==> config.mk <==
export PLATFORM = sky130hd
export DESIGN_NAME = ipgu_window_scanner
export DESIGN_NICKNAME = d
export VERILOG_FILES = /design/src/rtl/ipgu_window_scanner.sv
export SDC_FILE = /design/constraint.sdc
export NUM_CORES = 2
export LEC_CHECK = 0
export CAP_MARGIN = 25
export CORE_AREA = 2 2 275 277
export CTS_BUF_LIST = sky130_fd_sc_hd__clkbuf_4
export DETAILED_ROUTE_END_ITERATION = 6
export DIE_AREA = 0 0 277 279
export GPL_TIMING_DRIVEN = 0
export PLACE_DENSITY = 0.74
export SLEW_MARGIN = 20
export SYNTH_ARGS = -nofsm -noshare
export SYNTH_HDL_FRONTEND = slang
export SYNTH_SLANG_ARGS = --single-unit
export TNS_END_PERCENT = 1
==> constraint.sdc <==
create_clock -name clk -period 40.2 [get_ports clk]
set_input_delay 12.06 -clock clk [delete_from_list [all_inputs] [get_ports clk]]
set_output_delay 12.06 -clock clk [all_outputs]
set_load 0.02 [all_outputs]
==> src/rtl/ipgu_window_scanner.sv <==
// Window scanner: walks WIN x WIN windows over an image held in RAM
// and streams each window to the consumer as BEAT_ROWS-row beats.
module ipgu_window_scanner #(
  parameter int PIX_W     = 8,
  parameter int IMG_W     = 300,
  parameter int IMG_H     = 300,
  parameter int WIN       = 20,
  parameter int BEAT_ROWS = 4,
  parameter int STRIDE_W  = 5,
  parameter int ADDR_W    = $clog2(IMG_W*IMG_H)
) (
  input  logic                             clk,
  input  logic                             rst,
  input  logic                             init,
  input  logic [STRIDE_W-1:0]              stride,
  output logic                             rdy,
  output logic                             ram_rd_en,
  output logic [ADDR_W-1:0]                ram_addr,
  input  logic [PIX_W-1:0]                 ram_rd_data,
  input  logic                             out_rdy,
  output logic                             out_vld,
  output logic [BEAT_ROWS*WIN*PIX_W-1:0]   out_data,
  output logic [((WIN/BEAT_ROWS) > 1 ?
                 $clog2(WIN/BEAT_ROWS) : 1)-1:0] out_beat,
  output logic [$clog2(IMG_W)-1:0]         out_win_x,
  output logic [$clog2(IMG_H)-1:0]         out_win_y,
  output logic                             out_last,
  output logic                             done
);

  localparam int NB   = WIN / BEAT_ROWS;
  localparam int BW   = (NB > 1) ? $clog2(NB) : 1;
  localparam int NPIX = BEAT_ROWS * WIN;
  localparam int IW   = (NPIX > 1) ? $clog2(NPIX) : 1;
  localparam int CW   = (WIN > 1) ? $clog2(WIN) : 1;
  localparam int RW   = (BEAT_ROWS > 1) ? $clog2(BEAT_ROWS) : 1;
  localparam int XW   = $clog2(IMG_W);
  localparam int YW   = $clog2(IMG_H);
  localparam int DW   = NPIX * PIX_W;
  localparam int AW1  = ADDR_W + 1;

  typedef enum logic [2:0] {
    S_IDLE,
    S_FETCH,
    S_WAIT_RD,
    S_PRESENT,
    S_DONE
  } state_t;

  state_t state, state_n;

  logic [STRIDE_W-1:0] stride_q;
  logic [XW-1:0]       win_x;
  logic [YW-1:0]       win_y;
  logic [BW-1:0]       beat;
  logic [RW-1:0]       rd_r;
  logic [CW-1:0]       rd_c;
  logic [IW-1:0]       rd_idx;
  logic [IW-1:0]       wr_idx;
  logic                wr_en;
  logic [DW-1:0]       buffer;

  logic [31:0]    nx;
  logic [31:0]    ny;
  logic           x_adv;
  logic           y_adv;
  logic           last_beat;
  logic           run_end;
  logic           rd_last;
  logic           hs;
  logic [AW1-1:0] row_a;
  logic [AW1-1:0] addr_full;

  assign nx        = 32'(win_x) + 32'(stride_q);
  assign ny        = 32'(win_y) + 32'(stride_q);
  assign x_adv     = nx <= 32'(IMG_W - WIN);
  assign y_adv     = ny <= 32'(IMG_H - WIN);
  assign last_beat = beat == BW'(NB - 1);
  assign run_end   = last_beat && !x_adv && !y_adv;
  assign rd_last   = rd_idx == IW'(NPIX - 1);
  assign hs        = (state == S_PRESENT) && out_rdy;

  assign row_a     = AW1'(win_y) + AW1'(beat) * AW1'(BEAT_ROWS)
                   + AW1'(rd_r);
  assign addr_full = row_a * AW1'(IMG_W) + AW1'(win_x) + AW1'(rd_c);

  assign rdy       = state == S_IDLE;
  assign ram_rd_en = state == S_FETCH;
  assign ram_addr  = ram_rd_en ? ADDR_W'(addr_full) : '0;
  assign out_vld   = state == S_PRESENT;
  assign done      = state == S_DONE;
  assign out_last  = out_vld && run_end;
  assign out_data  = buffer;
  assign out_beat  = beat;
  assign out_win_x = win_x;
  assign out_win_y = win_y;

  // State register
  always_ff @(posedge clk or posedge rst) begin
    if (rst) state <= S_IDLE;
    else     state <= state_n;
  end

  // Next-state decode
  always_comb begin
    state_n = state;
    case (state)
      S_IDLE:    if (init) state_n = S_FETCH;
      S_FETCH:   if (rd_last) state_n = S_WAIT_RD;
      S_WAIT_RD: state_n = S_PRESENT;
      S_PRESENT: if (out_rdy) state_n = run_end ? S_DONE : S_FETCH;
      S_DONE:    state_n = S_IDLE;
      default:   state_n = S_IDLE;
    endcase
  end

  // Window position, beat index and stride for the current run
  always_ff @(posedge clk or posedge rst) begin
    if (rst) begin
      stride_q <= '0;
      win_x    <= '0;
      win_y    <= '0;
      beat     <= '0;
    end else if (state == S_IDLE && init) begin
      stride_q <= (stride == '0) ? STRIDE_W'(1) : stride;
      win_x    <= '0;
      win_y    <= '0;
      beat     <= '0;
    end else if (hs) begin
      if (!last_beat) begin
        beat <= beat + 1'b1;
      end else begin
        beat <= '0;
        if (x_adv) begin
          win_x <= XW'(nx);
        end else if (y_adv) begin
          win_x <= '0;
          win_y <= YW'(ny);
        end
      end
    end
  end

  // Read cursor within the beat, row-major
  always_ff @(posedge clk or posedge rst) begin
    if (rst) begin
      rd_r   <= '0;
      rd_c   <= '0;
      rd_idx <= '0;
    end else if (state == S_FETCH) begin
      if (rd_last) begin
        rd_r   <= '0;
        rd_c   <= '0;
        rd_idx <= '0;
      end else begin
        rd_idx <= rd_idx + 1'b1;
        if (rd_c == CW'(WIN - 1)) begin
          rd_c <= '0;
          rd_r <= rd_r + 1'b1;
        end else begin
          rd_c <= rd_c + 1'b1;
        end
      end
    end
  end

  // RAM data lands one cycle after its read; track the slot it belongs to
  always_ff @(posedge clk or posedge rst) begin
    if (rst) begin
      wr_en  <= 1'b0;
      wr_idx <= '0;
    end else begin
      wr_en  <= state == S_FETCH;
      wr_idx <= rd_idx;
    end
  end

  // Beat buffer fill
  always_ff @(posedge clk or posedge rst) begin
    if (rst) begin
      buffer <= '0;
    end else if (wr_en) begin
      buffer[int'(wr_idx)*PIX_W +: PIX_W] <= ram_rd_data;
    end
  end

endmodule

==> impl_metrics.tcl <==
set metrics [dict create \
    rsz0062_at_grt "false" \
    layout.cells.most_common_list "sky130_fd_sc_hd__nand2_1, sky130_fd_sc_hd__clkdlybuf4s50_1, sky130_fd_sc_hd__dfrtp_1, sky130_fd_sc_hd__o31ai_1, sky130_fd_sc_hd__clkbuf_4" \
    gr-usage-all-layers_pct 32.4 \
    crit_path_end_kind "output port" \
    wire_length_of_the_first_global_routing_pass_mm 183 \
    post_synth_num_cell_types 76 \
    dp_cells 4667 \
    timing_hold_violations_final 0 \
    final.min_clock_period_ns 19.96 \
    floorplan.die.height_um 279 \
    syn_avg_cell_area_um2 10.3 \
    maxCapViolations 0 \
    ys.warnings.count 0 \
    cts_post_setup_buffers_inserted 0 \
    gp_congestion 0.981 \
    synthesis.instances 2994 \
    setup-violations-final 0 \
    synth_edf_count 0 \
    initial_utilization_pct 41.5 \
    grt_start_max_net_pins 109 \
    worstRegToRegCells 11 \
    route.detailed.wl_per_inst_um 25.6 \
    syn2layout_area_growth_pct 35.2 \
    timing.final.max_slew_violations 0 \
    rows 100 \
    run_status "finished, final reports clean" \
    hold_critical_path_depth 0 \
    holdWs_ns 0.442 \
    number_of_nets_in_the_layout 3998 \
    synth-seq-cells 691 \
    drc_viols 0 \
    first_iter_violations 2580 \
    mappedNetlistNets 3105 \
    fp.dieW_um 277 \
    antenna_left 0 \
    cts_tree "built" \
    cts.clk_slew.worst_paths_ns 0.06 \
    hold_class "register to register" \
    crit_path_start_kind "register" \
    drive_gt1_share_pct 12.8 \
    worst_pin_slew_ns 1.14 \
    initial_antenna_violation_count 8 \
    drt_pass1_iterations 6 \
    utilization_pct 56.1 \
    number_of_buffers_inserted_during_clock_tree_synthesis 184 \
    max_clock_freq_ghz 0.0501 \
    vdd_drop_max_mv 0.0193 \
    setup_tns_ns 0 \
    placement.io_buffers 696 \
    crit_required_ns 28.14 \
    clockRootBuffer "sky130_fd_sc_hd__clkbuf_4" \
    fillCellCount 6564 \
    critical_path_arrival_ns 7.90 \
    power_leakage_uw 0.0184 \
    worst-setup-path-type "register to output port" \
    post_detail_place_hpwl_mm 99.1 \
    post_drt_via_cell_ratio 5.62 \
    pwr_density_cell_mw_per_mm2 35.6 \
    timing.max_slew.rel_slack_pct 24.1 \
    layout_worst_path_cycle_share_pct 49.7 \
    postCtsResizedCells 0 \
    die_area_mm2 0.0773 \
    worst_clock_skew_ns 0.0925 \
    io_count 700 \
    synth.yosys.seq_area_share_pct 56.3 \
    synth-async-reset-ratio_pct 100 \
    clock_insertion_delay_worst_skew_ns 1.06 \
    grt-ovfl-total 0 \
    cts-root-to-sink-buffers 3 \
    htree_levels 4 \
    drt_wl_total_mm 128 \
    route.vias.total 28097 \
    biggest_fanout_along_the_worst_timing_path 7 \
    post_cts_hold_buffer_count 0 \
    dominantRegCellSynth "sky130_fd_sc_hd__dfrtp_1" \
    synthesis.area_mm2 0.0307 \
    clock-sinks 691 \
    stdcell_count 4996 \
    grt_pass1_vias 27356 \
    layout_commonest_cell "sky130_fd_sc_hd__nand2_1" \
    core-area_mm2 0.0741 \
]
==> sequential cells by signal (all words and copies together) (netlist names) <==
register,cells
out_data,640
out_win_x,9
out_win_y,9
rd_idx,7
wr_idx,7
rd_c,5
stride_q,5
out_beat,3
state,3
rd_r,2
wr_en,1
==> cell families after synthesis <==
kind of cell | after synthesis | synth area share (%)
flip-flops | 691 | 56.3
XOR/XNOR | 41 | 1.17
multiplexers | 118 | 4.31
AND/OR/NAND/NOR | 1121 | 15.8
buffers and inverters | 254 | 3.38
AO/OA/AOI/OAI | 675 | 14.8
adder cells (fa/ha/maj) | 94 | 4.27
==> cell type report <==
cell class	instances	area, um^2	area share, %
flip-flops and latches	691	17300	41.6
plain buffers	176	744	1.79
inverters	78	300	0.723
clock inverters	46	312	0.750
multi-input cells	2049	12400	29.8
diodes	7	17.5	0.0422
repair buffers	707	7210	17.4
well taps	969	1210	2.92
clock buffers	273	2050	4.93
==> layer usage <==
layer	wire, um	global-route usage (%)
met5	13	0
met4	7440	18.4
met3	12500	10.5
met2	60300	52.8
met1	47400	37.7
==> worst max-delay path, stage by stage, from the launching register on <==
cell and delay, ns:
sky130_fd_sc_hd__dfrtp_1 0.49, sky130_fd_sc_hd__ha_1 0.33, sky130_fd_sc_hd__a21o_1 0.17, sky130_fd_sc_hd__a21oi_1 0.22
sky130_fd_sc_hd__o21bai_1 0.09, sky130_fd_sc_hd__a21oi_1 0.27, sky130_fd_sc_hd__nor2_1 0.09, sky130_fd_sc_hd__xor2_1 0.37
sky130_fd_sc_hd__ha_1 0.31, sky130_fd_sc_hd__ha_1 0.33, sky130_fd_sc_hd__fa_1 0.54, sky130_fd_sc_hd__inv_1 0.05
sky130_fd_sc_hd__fa_1 0.52, sky130_fd_sc_hd__inv_1 0.04, sky130_fd_sc_hd__ha_1 0.26, sky130_fd_sc_hd__clkbuf_1 0.25
sky130_fd_sc_hd__a21o_1 0.18, sky130_fd_sc_hd__a2111o_1 0.13, sky130_fd_sc_hd__a41oi_1 0.04, sky130_fd_sc_hd__or3b_1 0.40
sky130_fd_sc_hd__or4b_4 0.57, sky130_fd_sc_hd__nor4b_2 0.29, sky130_fd_sc_hd__nor3_1 0.07, sky130_fd_sc_hd__nor3b_1 0.21
sky130_fd_sc_hd__clkdlybuf4s50_1 0.64
==> synthesized netlist by cell type (22+ instances only) <==
master	count	area share, %
sky130_fd_sc_hd__nand2_1	745	9.1
sky130_fd_sc_hd__dfrtp_1	691	56
sky130_fd_sc_hd__o31ai_1	330	8.1
sky130_fd_sc_hd__o21ai_0	207	3.4
sky130_fd_sc_hd__nor2_1	125	1.5
sky130_fd_sc_hd__mux2_2	111	4.1
sky130_fd_sc_hd__clkbuf_1	104	1.3
sky130_fd_sc_hd__nand3_1	80	1.3
sky130_fd_sc_hd__inv_1	78	0.95
sky130_fd_sc_hd__ha_1	76	3.1
sky130_fd_sc_hd__buf_2	58	0.95
sky130_fd_sc_hd__a21oi_1	34	0.55
sky130_fd_sc_hd__nor3_1	28	0.46
sky130_fd_sc_hd__xnor2_1	27	0.77
sky130_fd_sc_hd__and3_1	22	0.45
sky130_fd_sc_hd__nand4_1	22	0.45
==> where the power goes <==
group / leakage (uW) / switching (uW) / total, uW / internal, uW
Clock: 0.00140 / 313 / 634 / 321
Sequential: 0.00755 / 13.4 / 729 / 715
Combinational: 0.00947 / 70.0 / 117 / 46.7
==> through the flow <==
stage	power [uW]	worst slack, ns	cell area, um^2
CTS	1490	20.04	41500
detailed placement	858	21.20	39100
floorplan	792	8.77	30700
global route	1530	19.68	41500
finish	1480	20.24	41500
global placement	855	0.407	38900
==> path summary, 6_finish.rpt <==
check	start	end	slack, ns
worst max-delay path	out_win_y[1]	ram_addr[16]	20.24
worst min-delay path	rd_idx[3]	wr_idx[3]	0.44
worst max register to register	wr_idx[0]	out_data[38]	36.10
worst min register to register	rd_idx[3]	wr_idx[3]	0.44
max in group asynchronous	rst	out_data[360]	26.97
min in group asynchronous	rst	out_win_y[6]	11.47
Note: power is estimated with default switching activity, not from simulation.
